File: src/rtl/mem_access.sv
// Load/store stage: decodes memory ops, runs one bus access with a bounded wait,
// and serves switch/LED I/O directly when the MMIO address bit is set.
module mem_access #(
  parameter int ADDR_W   = 32,
  parameter int SWITCH_N = 16,
  parameter int LED_N    = 16,
  parameter int MMIO_BIT = ADDR_W - 1,
  parameter int TIMEOUT  = 15
) (
  input  logic                clk,
  input  logic                rst,
  input  logic                valid_i,
  input  logic [7:0]          aluop_i,
  input  logic [4:0]          wd_i,
  input  logic                wreg_i,
  input  logic [31:0]         wdata_i,
  input  logic [ADDR_W-1:0]   mem_addr_i,
  input  logic [31:0]         reg2_i,
  output logic                stall_o,
  output logic                valid_o,
  output logic [4:0]          wd_o,
  output logic                wreg_o,
  output logic [31:0]         wdata_o,
  output logic                misalign_o,
  output logic                bus_err_o,
  output logic                mem_req_o,
  output logic                mem_we_o,
  output logic [ADDR_W-1:0]   mem_addr_o,
  output logic [3:0]          mem_sel_o,
  output logic [31:0]         mem_data_o,
  input  logic                mem_ack_i,
  input  logic [31:0]         mem_data_i,
  input  logic [SWITCH_N-1:0] switch_i,
  output logic [LED_N-1:0]    led_o
);

  localparam logic [7:0] EXE_LB_OP  = 8'b1110_0000;
  localparam logic [7:0] EXE_LH_OP  = 8'b1110_0001;
  localparam logic [7:0] EXE_LW_OP  = 8'b1110_0011;
  localparam logic [7:0] EXE_LBU_OP = 8'b1110_0100;
  localparam logic [7:0] EXE_LHU_OP = 8'b1110_0101;
  localparam logic [7:0] EXE_SB_OP  = 8'b1110_1000;
  localparam logic [7:0] EXE_SH_OP  = 8'b1110_1001;
  localparam logic [7:0] EXE_SW_OP  = 8'b1110_1011;

  localparam logic [0:0] IDLE = 1'b0;
  localparam logic [0:0] BUSY = 1'b1;

  localparam int CNT_W = (TIMEOUT < 1) ? 1 : $clog2(TIMEOUT + 1);

  logic [0:0]       state;
  logic [CNT_W-1:0] cnt;
  logic [7:0]       op_q;
  logic [1:0]       off_q;
  logic [4:0]       wd_q;
  logic             wreg_q;

  logic        is_load, is_store, is_byte, is_half, is_word;
  logic        is_mem, misalign, is_mmio, issue;
  logic [3:0]  sel_next;
  logic [31:0] sdata_next;
  logic [7:0]  lane_b;
  logic [15:0] lane_h;
  logic [31:0] load_data;

  always_comb begin
    is_load  = 1'b0;
    is_store = 1'b0;
    is_byte  = 1'b0;
    is_half  = 1'b0;
    is_word  = 1'b0;
    case (aluop_i)
      EXE_LB_OP, EXE_LBU_OP: begin is_load  = 1'b1; is_byte = 1'b1; end
      EXE_LH_OP, EXE_LHU_OP: begin is_load  = 1'b1; is_half = 1'b1; end
      EXE_LW_OP:             begin is_load  = 1'b1; is_word = 1'b1; end
      EXE_SB_OP:             begin is_store = 1'b1; is_byte = 1'b1; end
      EXE_SH_OP:             begin is_store = 1'b1; is_half = 1'b1; end
      EXE_SW_OP:             begin is_store = 1'b1; is_word = 1'b1; end
      default: ;
    endcase
    is_mem   = is_load | is_store;
    misalign = (is_half & mem_addr_i[0]) | (is_word & (mem_addr_i[1:0] != 2'b00));
    is_mmio  = mem_addr_i[MMIO_BIT];
    issue    = (state == IDLE) & valid_i & is_mem & ~misalign & ~is_mmio;
  end

  assign stall_o = (state == BUSY) | issue;

  // Big-endian lanes: byte offset 0 lives in bits 31:24.
  always_comb begin
    sel_next   = 4'b1111;
    sdata_next = reg2_i;
    if (is_byte) begin
      sel_next   = 4'b1000 >> mem_addr_i[1:0];
      sdata_next = {4{reg2_i[7:0]}};
    end else if (is_half) begin
      sel_next   = mem_addr_i[1] ? 4'b0011 : 4'b1100;
      sdata_next = {2{reg2_i[15:0]}};
    end
  end

  always_comb begin
    lane_b = mem_data_i[31:24];
    case (off_q)
      2'd1:    lane_b = mem_data_i[23:16];
      2'd2:    lane_b = mem_data_i[15:8];
      2'd3:    lane_b = mem_data_i[7:0];
      default: lane_b = mem_data_i[31:24];
    endcase
    lane_h = off_q[1] ? mem_data_i[15:0] : mem_data_i[31:16];
    case (op_q)
      EXE_LB_OP:  load_data = {{24{lane_b[7]}}, lane_b};
      EXE_LBU_OP: load_data = {24'b0, lane_b};
      EXE_LH_OP:  load_data = {{16{lane_h[15]}}, lane_h};
      EXE_LHU_OP: load_data = {16'b0, lane_h};
      default:    load_data = mem_data_i;
    endcase
  end

  always_ff @(posedge clk) begin
    if (rst) begin
      state      <= IDLE;
      cnt        <= '0;
      op_q       <= '0;
      off_q      <= '0;
      wd_q       <= '0;
      wreg_q     <= 1'b0;
      valid_o    <= 1'b0;
      wd_o       <= '0;
      wreg_o     <= 1'b0;
      wdata_o    <= '0;
      misalign_o <= 1'b0;
      bus_err_o  <= 1'b0;
      mem_req_o  <= 1'b0;
      mem_we_o   <= 1'b0;
      mem_addr_o <= '0;
      mem_sel_o  <= '0;
      mem_data_o <= '0;
      led_o      <= '0;
    end else begin
      valid_o    <= 1'b0;
      misalign_o <= 1'b0;
      bus_err_o  <= 1'b0;
      case (state)
        IDLE: begin
          if (valid_i) begin
            if (!is_mem) begin
              valid_o <= 1'b1;
              wd_o    <= wd_i;
              wreg_o  <= wreg_i;
              wdata_o <= wdata_i;
            end else if (misalign) begin
              valid_o    <= 1'b1;
              misalign_o <= 1'b1;
              wd_o       <= wd_i;
              wreg_o     <= 1'b0;
            end else if (is_mmio) begin
              valid_o <= 1'b1;
              wd_o    <= wd_i;
              if (is_load) begin
                wreg_o  <= wreg_i;
                wdata_o <= 32'(switch_i);
              end else begin
                wreg_o <= 1'b0;
                led_o  <= reg2_i[LED_N-1:0];
              end
            end else begin
              mem_req_o  <= 1'b1;
              mem_we_o   <= is_store;
              mem_addr_o <= {mem_addr_i[ADDR_W-1:2], 2'b00};
              mem_sel_o  <= sel_next;
              mem_data_o <= sdata_next;
              op_q       <= aluop_i;
              off_q      <= mem_addr_i[1:0];
              wd_q       <= wd_i;
              wreg_q     <= wreg_i & is_load;
              cnt        <= '0;
              state      <= BUSY;
            end
          end
        end
        BUSY: begin
          // Ack wins over timeout when both land in the same cycle.
          if (mem_ack_i) begin
            mem_req_o <= 1'b0;
            mem_we_o  <= 1'b0;
            valid_o   <= 1'b1;
            wd_o      <= wd_q;
            wreg_o    <= wreg_q;
            if (wreg_q) wdata_o <= load_data;
            state     <= IDLE;
          end else if (cnt == CNT_W'(TIMEOUT)) begin
            mem_req_o <= 1'b0;
            mem_we_o  <= 1'b0;
            valid_o   <= 1'b1;
            bus_err_o <= 1'b1;
            wd_o      <= wd_q;
            wreg_o    <= 1'b0;
            state     <= IDLE;
          end else begin
            cnt <= cnt + 1'b1;
          end
        end
        default: state <= IDLE;
      endcase
    end
  end

endmodule

File: config.mk
export PLATFORM = sky130hd
export DESIGN_NAME = mem_access
export DESIGN_NICKNAME = d
export VERILOG_FILES = /design/src/rtl/mem_access.sv
export SDC_FILE = /design/constraint.sdc
export NUM_CORES = 1
export LEC_CHECK = 0
export BUFFER_PORTS_ARGS = -buffer_cell sky130_fd_sc_hd__buf_4
export CORE_MARGIN = 2
export CORE_UTILIZATION = 44
export CTS_CLUSTER_SIZE = 14
export DETAILED_ROUTE_END_ITERATION = 7
export PLACE_DENSITY = 0.76
export SYNTH_ARGS = -nofsm -noshare
export SYNTH_HDL_FRONTEND = slang
export SYNTH_SLANG_ARGS = --single-unit
File: constraint.sdc
create_clock -name clk -period 6 [get_ports clk]
set_input_delay 0.6 -clock clk [delete_from_list [all_inputs] [get_ports clk]]
set_output_delay 0.6 -clock clk [all_outputs]
set_load 0.05 [all_outputs]
# --- After elaboration in Yosys (flattened, before gate mapping) ---
# Cells that the tools add are included.
word_totals:
  ff_bits: 145
  inputBits: 162
  output_inout_bits: 128
  wordCells: 148
classes:
  addsub: 1
  n_eq_ne: 29
  shifts: 1
  muxes: 69
  n_bitwise: 16
  reduce_logical: 14
ops:
  columns: ["operator", "count"]
  rows:
  - ["32-bit 2-to-1 mux", 9]
  - ["32-bit case mux with 4 select lines", 1]
  - ["8-bit == test, second input constant", 12]
  - ["32-bit case mux with 2 select lines", 1]
  - ["4-bit 2-to-1 mux", 9]
  - ["1-bit 2-to-1 mux", 34]
  - ["5-bit 2-to-1 mux", 6]
  - ["8-bit case mux with 3 select lines", 1]
  - ["6-bit AND reduction", 3]
  - ["16-bit 2-to-1 mux", 1]
  - ["2-bit inequality test, second input constant", 7]
  - ["3-bit OR reduction", 4]
  - ["1-bit case mux with 2 select lines", 5]
  - ["5-bit case mux with 2 select lines", 1]
  - ["5-bit AND reduction", 2]
  - ["3-bit inequality test, second input constant", 3]
  - ["4-bit case mux with 2 select lines", 1]
  - ["1-bit bitwise AND", 7]
  - ["1-bit inverter", 6]
  - ["5-bit OR reduction", 1]
  - ["4-bit by 1-bit adder with 4-bit output, second input constant", 1]
  - ["2-bit == test, second input constant", 2]
  - ["4-bit == test, second input constant", 1]
  - ["4-bit inequality test, second input constant", 1]
  - ["other kinds (9)", 11]

# --- Depth between registers and ports, before layout ---
logic_depth:
  word_depth: 9
  mapped_depth: 9
  depth_no_buf: 6

# --- Worst setup path after synthesis ---
# No wires, ideal clock.
synth_timing:
  path_type: "input -> output"
  from: "input aluop_i[0]"
  to: "output stall_o"
  t_arrival_ps: 2177
  required_time_ps: 5400
  slack_ps: 3223
  cell_stages: 6
  n_path_buf: 2
  cell_sequence: "buf_2 > and2_1 > a2111oi_4 > nand2_1 > clkbuf_1 > nand2_1"
synth_between:
  elab_chain_cells: 9
  word_cells_on_any_way: 25
  cone_classes: "8 x eq/ne; 4 x mux; 9 x bitwise; 4 x reduce/logical"
synth_lines:
  columns: ["element", "line_no", "rtl"]
  rows:
  - ["start: declaration", "13", "input logic [7:0] aluop_i,"]
  - ["8-bit == test", "72", "case (aluop_i)"]
  - ["3-bit OR reduction (no line) / 2-bit OR reduction (equally long branches)", null, null]
  - ["1-bit 2-to-1 mux", "72", null]
  - ["1-bit bitwise AND", "82", "misalign = (is_half & mem_addr_i[0]) | (is_word & (mem_addr_i[1:0] != 2'b00));"]
  - ["1-bit bitwise OR", "82", null]
  - ["1-bit inverter (no line)", null, null]
  - ["1-bit bitwise AND (*) (2 in series)", "84", "issue = (state == IDLE) & valid_i & is_mem & ~misalign & ~is_mmio;"]
  - ["1-bit bitwise OR (*)", "87", "assign stall_o = (state == BUSY) | issue;"]
  - ["end: declaration", "19", "output logic stall_o,"]
# Mark *: on every way between the ends. The rest lies on a longest branch, timed or not.

# --- Worst setup path in the final report ---
layout_timing:
  from: "register state"
  to: "output stall_o"
layout_between:
  elab_chain_cells: 6
layout_lines:
  columns: ["element", "line_no", "rtl"]
  rows:
  - ["start: declaration", "51", "logic [0:0] state;"]
  - ["start signal: assignment", "122", "state <= IDLE;"]
  - ["start signal: assignment", "178", "state <= BUSY;"]
  - ["start signal: assignment", "191", "state <= IDLE;"]
  - ["1-bit inverter (no line)", null, null]
  - ["1-bit bitwise AND (4 in series)", "84", null]
  - ["1-bit bitwise OR (*)", "87", null]
# Marks and branches as above.

==> key figures <==
Run status
  • Status: completed

Power and ir drop
  • Comb pwr share: 0.135
  • Seq pwr share: 0.412
  • Leak Pwr: 4.109 nW
  • Clock share of power: 0.453
  • Worst VDD drop: 0.0002506 V
  • Internal: 1.761 mW
  • Pwr dens: 250.1 nW/um2
  • Sw Pwr: 0.6564 mW
  • Switch share: 0.2715

Logic synthesis
  • Synth warnings: 0
  • Synth top area share: 0.4193
  • Area contributors post-synth: dfxtp_1 42%, mux2i_1 8.0%, nand2_1 7.4%
  • Post-synthesis sequential area ratio: 0.4193
  • Cell area after synthesis: 6923 um2
  • Syn avg cell area: 8.331 um2
  • Post-Syn Instances: 831
  • FF+latch count, synth: 145
  • Ys async rst share: 0
  • Unique cell type count in the Yosys netlist: 62
  • Number of synthesized flops with an enable pin: 0
  • Synth Flop Type: dfxtp_1
  • Synth area leader: dfxtp_1

Global routing
  • Total GRT Usage: 0.2721
  • Met2 Resource Use GR: 0.4390
  • Total grt overflow: 0
  • Initial antenna violation count: 0
  • GRT Max-Usage Layer: met2
  • Vias in the first global route: 6,674
  • GR Layer Usage met3: 0.1107
  • Largest net degree at the start of global routing: 99
  • First-pass GRT wire length: 35,400 um
  • GRT met1 Usage: 0.3275

Clock tree
  • Clk Latency, worst-skew pair: 0.42 ns
  • Sink Count: 145
  • Root Buffer: clkbuf_16
  • Postcts setup bufs: 0
  • CTS tree: built
  • Number of buffers created by CTS: 17
  • Resized Gates After CTS: 0
  • Reg clk slew, reported paths: 0.07 ns
  • CTS Buffer Depth: 2
  • Hold_buf cts: 0
  • Depth of the CTS H-tree: 4

Routing
  • Drt pass-1 iters: 5
  • Via Count: 7,218
  • Routed len/inst: 18.01 um
  • Final WL: 23,300 um
  • Number of vias per cell: 5.578
  • Antenna-violating nets left: 0
  • Residual DRC count: 0
  • DRT iter0 DRCs: 644

STA
  • Setup-failing EPs final: 0
  • Fin crit share: 0.5008
  • Slew @ Worst Pin: 1.086 ns
  • RSZ-0062 raised after global routing: false
  • Rel. slew slack: 0.2758
  • Max Transition Viols Final: 0
  • TNS Setup: 0 ns
  • Final Hold Fails: 0
  • Final min period: 3.005 ns
  • Max Clock Freq: 332.8 MHz
  • Layout Skew: 0.01124 ns

Final layout
  • Fin nets: 1,233
  • Fin cells: 1,294
  • Highest-count cells in the layout ignoring fill and taps: 294 x buf_4, 144 x dfxtp_1, 136 x nand2_1, 88 x a21oi_1, 55 x mux2i_1
  • Fillers: 1,407
  • Diode count: 0
  • Share of cells above drive strength 1: 0.3241
  • Multi-input gate area: 3608 um2
  • Layout area overhead: 39.62%
  • Storage cell area: 2904 um2
  • Leading cell type in the layout, fill and taps excluded: buf_4

Place
  • Post-Place Cells: 1,262
  • GP Congestion: 0.8593
  • PortBufs: 286
  • Hpwl dp: 16,330 um

Setup path
  • Data required time at the worst endpoint: 5.40 ns
  • CP startpoint kind: register
  • Crit end category: output port
  • Crit path max fanout: 71
  • Worst Path Arrival: 2.40 ns
  • Critical path class: register to output port
  • R2R Setup Slk: 3.12 ns

Die
  • Rows: 45
  • Die Wd: 129.4 um
  • Core region area: 15,310 um2
  • Boundary Pins: 290
  • Die height: 129.4 um
  • Initial Util: 0.4520
  • Die ar.: 16,750 um2

Min path
  • Worst min path class: input pin to register

Job
  • MaxCap Viol Count: 0
## through the flow
step                      worst slack [ns]    util  hold slack, ns  total power [mW]  cell area (um2)
after global placement               2.949  0.5915          0.4416             1.342             9059
after floorplan                      3.223       -          0.4322             1.191             6930
after global routing                 2.867  0.6311          0.4115             2.503             9666
final                                2.995  0.6311          0.4227             2.418             9666
after detailed placement             2.921  0.5915          0.4468             1.345             9059
after CTS                            2.990  0.6311          0.4005             2.438             9666
## Yosys cell counts (8+ instances only)
master / count
clkbuf_1: 47
a211oi_1: 21
o211ai_1: 15
o32ai_1: 16
nor4_1: 24
nand2_1: 137
buf_2: 13
nor2_1: 53
dfxtp_1: 145
o21ai_0: 27
nor3_1: 30
o22ai_1: 8
buf_4: 8
mux2_2: 10
inv_1: 20
a21oi_1: 88
mux2i_1: 55
o31ai_1: 8
## registers in the layout, summed over array words and instances (netlist names), 5 cells and up
| register | flops |
|---|---|
| led_o | 16 |
| mem_addr_o | 29 |
| mem_data_o | 32 |
| op_q | 8 |
| wd_o | 5 |
| wd_q | 5 |
| wdata_o | 32 |
## layout make-up
class                      instances  share of cell area
multi-input combinational        592              0.3733
sequential                       145              0.3005
timing repair buffer             294              0.2283
clock buffer                      18             0.04544
tap                              211             0.02731
clock inverter                    14             0.01735
inverter                          20            0.007767
## power groups by stage
| stage | registers, mW | clock network (mW) | logic [mW] |
|---|---|---|---|
| after floorplan | 1.09 | 0 | 0.102 |
| after global placement | 1.02 | 0 | 0.325 |
| after detailed placement | 1.02 | 0 | 0.327 |
| after CTS | 0.996 | 1.11 | 0.327 |
| after global routing | 0.998 | 1.16 | 0.349 |
| final | 0.996 | 1.09 | 0.327 |
## metal layers
layer | part of all wire | wire length [um] | vias up
li1 | - | - | 3507
met1 | 0.39 | 9039 | 3299
met2 | 0.47 | 10960 | 373
met3 | 0.12 | 2690 | 39
met4 | 0.026 | 607 | 0
met5 | 0 | 0 | -
## path summary, 6_finish.rpt
path             startpoint              to  cells after the start
max                   state         stall_o                      6
min          mem_addr_i[16]  mem_addr_o[16]                      3
max reg2reg           state  mem_data_o[29]                      6
min reg2reg  mem_addr_o[20]  mem_addr_o[20]                      2
## critical path, stage by stage (launching register included)
cell and delay, ns:
dfxtp_2 0.31, buf_4 0.34, nand2b_1 0.37, a2111oi_4 0.51
nand2_2 0.10, nand2_1 0.14, buf_4 0.22
## cell families (layout without fill, tap and decap cells)
logic type | Yosys count | after routing | share of synthesized area
AO/OA/AOI/OAI | 226 | 226 | 0.2154
flip-flops | 145 | 145 | 0.4193
adder cells (fa/ha/maj) | 1 | 1 | 0.001807
multiplexers | 65 | 65 | 0.09579
other | 1 | 3 | 0.0005417
AND/OR/NAND/NOR | 297 | 297 | 0.2050
buffers and inverters | 96 | 346 | 0.06217
Note: power is estimated with default switching activity, not from simulation.
